<file path="config.mk">
export PLATFORM = sky130hd
export DESIGN_NAME = axis_corr_peak
export DESIGN_NICKNAME = d
export VERILOG_FILES = /design/src/rtl/axis_corr_peak.sv
export SDC_FILE = /design/constraint.sdc
export NUM_CORES = 1
export LEC_CHECK = 0
export CORE_ASPECT_RATIO = 0.6
export CORE_UTILIZATION = 40
export DETAILED_ROUTE_END_ITERATION = 8
export PLACE_DENSITY_LB_ADDON = 0.2
export SYNTH_ARGS = -nofsm -noshare
export SYNTH_HDL_FRONTEND = slang
export SYNTH_SLANG_ARGS = --single-unit
</file>
<file path="constraint.sdc">
create_clock -name clk -period 6.2 [get_ports clk]
set_clock_uncertainty 0.05 [all_clocks]
set_input_delay 1.24 -clock clk [delete_from_list [all_inputs] [get_ports clk]]
set_output_delay 1.24 -clock clk [all_outputs]
set_load 0.005 [all_outputs]
</file>
<file path="src/rtl/axis_corr_peak.sv">
// Per-window peak detector: |lane| reduction, running max, one {found, index, magnitude} word per window.
// Result valid 2 clocks after the last window beat; input stalls only while a result is held unaccepted.
module axis_corr_peak #(
   parameter int NUM_PARALLEL = 8,
   parameter int LANE_WIDTH   = 16,
   parameter int WINDOW_BEATS = 64,
   parameter int INDEX_WIDTH  = $clog2(NUM_PARALLEL * WINDOW_BEATS),
   parameter int OUT_WIDTH    = 1 + INDEX_WIDTH + LANE_WIDTH
) (
   input  logic                               clk,
   input  logic                               rst_n,
   input  logic [LANE_WIDTH-1:0]              threshold,
   input  logic                               restart,
   input  logic                               s_axis_tvalid,
   output logic                               s_axis_tready,
   input  logic [NUM_PARALLEL*LANE_WIDTH-1:0] s_axis_tdata,
   output logic                               m_axis_tvalid,
   input  logic                               m_axis_tready,
   output logic [OUT_WIDTH-1:0]               m_axis_tdata
);

   localparam int LB = $clog2(NUM_PARALLEL);
   localparam int BB = $clog2(WINDOW_BEATS);

   logic                  en, acc;
   logic [BB-1:0]         beat_cur;
   logic [LANE_WIDTH-1:0] thr_cur;
   logic [LANE_WIDTH-1:0] lane;
   logic [LANE_WIDTH-1:0] tm [NUM_PARALLEL];
   logic [LB-1:0]         ti [NUM_PARALLEL];

   logic [BB-1:0]          cnt_q, cnt_d;
   logic [LANE_WIDTH-1:0]  thr_q, thr_d;
   logic                   s1_vld_q, s1_vld_d;
   logic [BB-1:0]          s1_beat_q, s1_beat_d;
   logic [LANE_WIDTH-1:0]  s1_mag_q, s1_mag_d;
   logic [LB-1:0]          s1_lane_q, s1_lane_d;
   logic [LANE_WIDTH-1:0]  s1_thr_q, s1_thr_d;
   logic                   s2_last_q, s2_last_d;
   logic [LANE_WIDTH-1:0]  s2_thr_q, s2_thr_d;
   logic [LANE_WIDTH-1:0]  pk_mag_q, pk_mag_d;
   logic [INDEX_WIDTH-1:0] pk_idx_q, pk_idx_d;
   logic                   out_vld_q, out_vld_d;
   logic [OUT_WIDTH-1:0]   out_dat_q, out_dat_d;

   assign en            = ~(out_vld_q & ~m_axis_tready);
   assign acc           = en & s_axis_tvalid;
   assign s_axis_tready = en;
   assign m_axis_tvalid = out_vld_q;
   assign m_axis_tdata  = out_dat_q;

   // A restart beat is forced to beat 0 so it opens the new window and latches threshold.
   assign beat_cur = restart ? '0 : cnt_q;
   assign thr_cur  = (beat_cur == '0) ? threshold : thr_q;

   // Saturated magnitudes, then a pairwise tree where strict > keeps the lower lane on ties.
   always_comb begin
      lane = '0;
      for (int i = 0; i < NUM_PARALLEL; i++) begin
         lane = s_axis_tdata[i*LANE_WIDTH +: LANE_WIDTH];
         if (lane == {1'b1, {(LANE_WIDTH-1){1'b0}}})
            tm[i] = {1'b0, {(LANE_WIDTH-1){1'b1}}};
         else if (lane[LANE_WIDTH-1])
            tm[i] = -lane;
         else
            tm[i] = lane;
         ti[i] = LB'(i);
      end
      for (int l = 0; l < LB; l++) begin
         for (int i = 0; i < NUM_PARALLEL; i += (2 << l)) begin
            if (tm[i + (1 << l)] > tm[i]) begin
               tm[i] = tm[i + (1 << l)];
               ti[i] = ti[i + (1 << l)];
            end
         end
      end
   end

   always_comb begin
      cnt_d     = cnt_q;
      thr_d     = thr_q;
      s1_vld_d  = s1_vld_q;
      s1_beat_d = s1_beat_q;
      s1_mag_d  = s1_mag_q;
      s1_lane_d = s1_lane_q;
      s1_thr_d  = s1_thr_q;
      s2_last_d = s2_last_q;
      s2_thr_d  = s2_thr_q;
      pk_mag_d  = pk_mag_q;
      pk_idx_d  = pk_idx_q;
      out_vld_d = out_vld_q;
      out_dat_d = out_dat_q;

      if (restart) begin
         cnt_d     = '0;
         s1_vld_d  = 1'b0;
         s2_last_d = 1'b0;
      end

      if (en) begin
         if (acc) begin
            cnt_d = beat_cur + 1'b1;
            thr_d = thr_cur;
         end
         s1_vld_d  = acc;
         s1_beat_d = beat_cur;
         s1_mag_d  = tm[0];
         s1_lane_d = ti[0];
         s1_thr_d  = thr_cur;

         s2_last_d = s1_vld_q & ~restart & (s1_beat_q == BB'(WINDOW_BEATS-1));
         if (s1_vld_q & ~restart) begin
            if ((s1_beat_q == '0) || (s1_mag_q > pk_mag_q)) begin
               pk_mag_d = s1_mag_q;
               pk_idx_d = {s1_beat_q, s1_lane_q};
            end
            s2_thr_d = s1_thr_q;
         end

         // Output slot is free or being drained this edge, so it simply follows stage 2.
         out_vld_d = s2_last_q & ~restart;
         if (s2_last_q & ~restart)
            out_dat_d = {(pk_mag_q > s2_thr_q), pk_idx_q, pk_mag_q};
      end
   end

   always_ff @(posedge clk or negedge rst_n) begin
      if (!rst_n) begin
         cnt_q     <= '0;
         thr_q     <= '0;
         s1_vld_q  <= 1'b0;
         s1_beat_q <= '0;
         s1_mag_q  <= '0;
         s1_lane_q <= '0;
         s1_thr_q  <= '0;
         s2_last_q <= 1'b0;
         s2_thr_q  <= '0;
         pk_mag_q  <= '0;
         pk_idx_q  <= '0;
         out_vld_q <= 1'b0;
         out_dat_q <= '0;
      end else begin
         cnt_q     <= cnt_d;
         thr_q     <= thr_d;
         s1_vld_q  <= s1_vld_d;
         s1_beat_q <= s1_beat_d;
         s1_mag_q  <= s1_mag_d;
         s1_lane_q <= s1_lane_d;
         s1_thr_q  <= s1_thr_d;
         s2_last_q <= s2_last_d;
         s2_thr_q  <= s2_thr_d;
         pk_mag_q  <= pk_mag_d;
         pk_idx_q  <= pk_idx_d;
         out_vld_q <= out_vld_d;
         out_dat_q <= out_dat_d;
      end
   end

endmodule
</file>
==> flow_summary.ini <==
[layout]
num_antenna_cells = 0
layout-drive-gt1-share_pct = 35.2
finish.net_count = 2569
syn2layout_area_growth_pct = 58.1
fin_area_mm2 = 0.0206
layout.cells.most_common = buf_4
layout_common_cells = 533 x buf_4, 203 x nand2_1, 151 x clkdlybuf4s50_1, 140 x ha_1, 133 x dfrtp_1
layoutNonFillerInstCount = 2699

[status]
failed_checks = negative setup slack
outcome = finished with violations

[global_route]
grt_pass1_wl_um = 70400
number_of_global_route_vias_before_repair = 14100
grt_antenna_before_repair = 0
grt_use_total_pct = 25.7
pin_count_of_the_biggest_net_entering_global_routing = 78
overflow = 0

[setup_path]
path_buf_inv = 5
cpMaxStageDelayCell = or4_4
setup.worst_path.class = in -> reg
start_kind = input pin
critical_path.reg2reg.startpoint = pk_mag_q[1]$_DFFE_PN0P_
cpPeakStageDelay_ns = 0.47
crit_end_category = flip-flop
crit_start = s_axis_tdata[69]
cp.required_ns = 6.49
timing.critical_path.fanout_max = 6
path_delay_family = compound AO/OA/AOI/OAI gates
worst-endpoint-arrival_ns = 9.02

[clock_network]
cts_num_sinks = 133
worst_skew_pair.late_latency_ns = 0.41
cts.reportedPaths.clkPinSlew_ns = 0.06
cts_buffers = 17
cts_root_buf = clkbuf_16
cts-htree-levels = 4
clock_path_buffers = 2
clock_tree_from_tritoncts = yes
holdBufCountCts = 0

[timing]
rsz_0062_raised_after_global_routing = yes
worst_pin_slew_ns = 1.20
slew_violations = 0
fin_crit_ns = 8.72
timing.final.crit_share_pct = 141
setup-violations-final = 19
post_route_hold_slack_ns = 0.428
slew-limit-headroom_pct = 20.3
fmaxAchievable_mhz = 115
timing_hold_violations_final = 0
timing.final.ws_setup_ns = -2.52

[routing]
ant_nets = 0
drtIter0Drc = 822
routed_wire_length_per_instance_um = 15.7
wl_um = 42300
post-route-drc-count = 0
vias_per_cell = 5.20
routed-via-count = 14000
firstDrtPassIters = 5

[floorplan]
floorplan.die.height_um = 142
std_cell_rows = 50
fp.coreArea_mm2 = 0.0316
io_pins = 177
design.die.area_mm2 = 0.0333
die_width_um = 235
initial_core_util_pct = 41.2

[logic_synthesis]
largest_family_of_logic_cells_by_synthesized_area = simple AND/OR/NAND/NOR gates
synth_seq_cells = 133
syn-instance-count = 1587
synth.net_count = 1886
synth.avg_cell_area_um2 = 8.21
synthDominantCellAreaShare_pct = 25.5
synthXorXnorAreaFrac_pct = 5.31
synth-main-ff-cell = dfrtp_1
ys_async_sr_fraction_pct = 100
synth_edf_count = 0
synth.yosys.seq_area_share_pct = 25.5
synth_compound_area_share_pct = 19.7
synth-adder-area-share_pct = 14.5
synth_top_cells_by_area = dfrtp_1 26%, ha_1 14%, nand2_1 6.0%, mux2_2 5.4%, o21ai_0 4.7%
synth_area_mm2 = 0.0130
yosys-mux-area-fraction_pct = 9.27
synth_top_cell_by_area = dfrtp_1
synth_simple_gate_area_share_pct = 20.3
yosys_warning_count = 0
ys_types = 73

[place]
placedInstanceArea_mm2 = 0.0190
post-place-cells = 2616
port-buffer-count = 176
dpl_wire_length_um = 33700
place.gp.congestion = 0.906

[job]
drv.max_cap_violation_count = 0

[power_and_ir_drop]
cellLeakagePower_nw = 10.0
power_density_mw_per_mm2 = 284
max-vdd-ir-drop_mv = 0.207
total_power_mw = 5.84

[hold_path]
holdCritPathClass = reg -> reg
worst_hold_startpoint = m_axis_tdata[8]$_DFFE_PN0P_
==> path summary, 6_finish.rpt <==
check / slack (ns) / end / cells after the start
worst min register to register: 0.43 / m_axis_tdata[8]$_DFFE_PN0P_ / 2
worst max register to register: 2.67 / pk_mag_q[12]$_DFFE_PN0P_ / 14
min in group asynchronous: 0.93 / thr_q[10]$_DFFE_PN0P_ / 1
worst max-delay path: -2.52 / s1_lane_q[1]$_DFFE_PN0N_ / 38
worst min-delay path: 0.43 / m_axis_tdata[8]$_DFFE_PN0P_ / 2
max in group asynchronous: 3.85 / s1_thr_q[12]$_DFFE_PN0N_ / 2
==> where the power goes <==
part           internal, mW  switching (mW)
registers              1.08           0.145
clock network         0.528           0.370
logic                  2.01            1.71
==> per-layer routing <==
metal / GRT usage [%] / part of all wire [%] / up-vias
met3: 3.15 / 4.7 / 40
met4: 3.91 / 0.77 / 0
met1: 37.8 / 50 / 6587
met2: 40.9 / 44 / 339
met5: 0 / 0 / -
li1: - / - / 7063
==> flip-flops by register name (all words and copies together) (netlist names) <==
register,count
s1_thr_q,16
m_axis_tvalid,1
s1_lane_q,3
s1_beat_q,6
s1_vld_q,1
pk_idx_q,9
cnt_q,6
s2_last_q,1
pk_mag_q,16
thr_q,16
s1_mag_q,16
m_axis_tdata,26
s2_thr_q,16
==> worst reg2reg max path: stages (launching register included) <==
cell	delay, ns
dfrtp_1	0.38
inv_1	0.09
ha_1	0.29
nor2b_1	0.14
o21a_1	0.16
o21a_1	0.17
o21a_1	0.17
o21a_1	0.17
o21a_1	0.17
o21a_1	0.17
o21ai_0	0.13
a21oi_1	0.16
o21ai_2	0.39
buf_4	0.38
mux2_2	0.40
==> kinds of logic (layout without fill, tap and decap cells) <==
family | count (synthesis) | in the layout
DFF | 133 | 133
xor gates and xnor gates | 79 | 79
buffers and inverters | 182 | 876
AOI/OAI and AO/OA | 386 | 388
and+or+nand+nor | 544 | 544
muxes | 112 | 112
adders and majority gates | 151 | 151
==> what timing repair did <==
item | 4_1_cts | 5_1_grt
resized for setup | 185 | 32
setup endpoints to repair | 19 | 19
setup buffers | 38 | 11
cloned | 4 | 0
endpoints found under the hold margin | 0 | 0
pin swaps | 74 | 15
==> area by class of cell <==
cell class	instances	area (um^2)
timing repair buffer	728	6030
multi-input combinational	1274	9740
clock buffer	23	468
fill	2632	11000
inverter	116	453
clock inverter	9	55.1
tap	416	520
sequential	133	3330
==> through the flow <==
stage | utilization (%) | setup slack (ns) | TNS (ns)
after floorplan | - | -2.85 | -50.43
after global placement | 60.1 | -3.38 | -62.31
after detailed placement | 60.1 | -3.67 | -67.65
after CTS | 64.5 | -2.43 | -45.15
after global routing | 65.2 | -2.93 | -53.94
final | 65.2 | -2.52 | -46.09
==> cell usage after synthesis, drive strengths merged, types with 9 or more instances <==
cell	count
a211oi	17
a21o	47
a21oi	55
and2	14
and3	15
buf	12
clkbuf	54
dfrtp	133
ha	150
inv	116
mux2	63
mux2i	49
nand2	207
nand2b	20
nand3	22
nand4	25
nor2	111
nor2b	21
nor3	23
nor4	15
o211ai	14
o21a	32
o21ai	127
o31a	11
o31ai	24
o41ai	9
or2	13
or3	15
or4	17
xnor2	26
xor2	53
No activity file was read; power rests on OpenSTA's default activity.
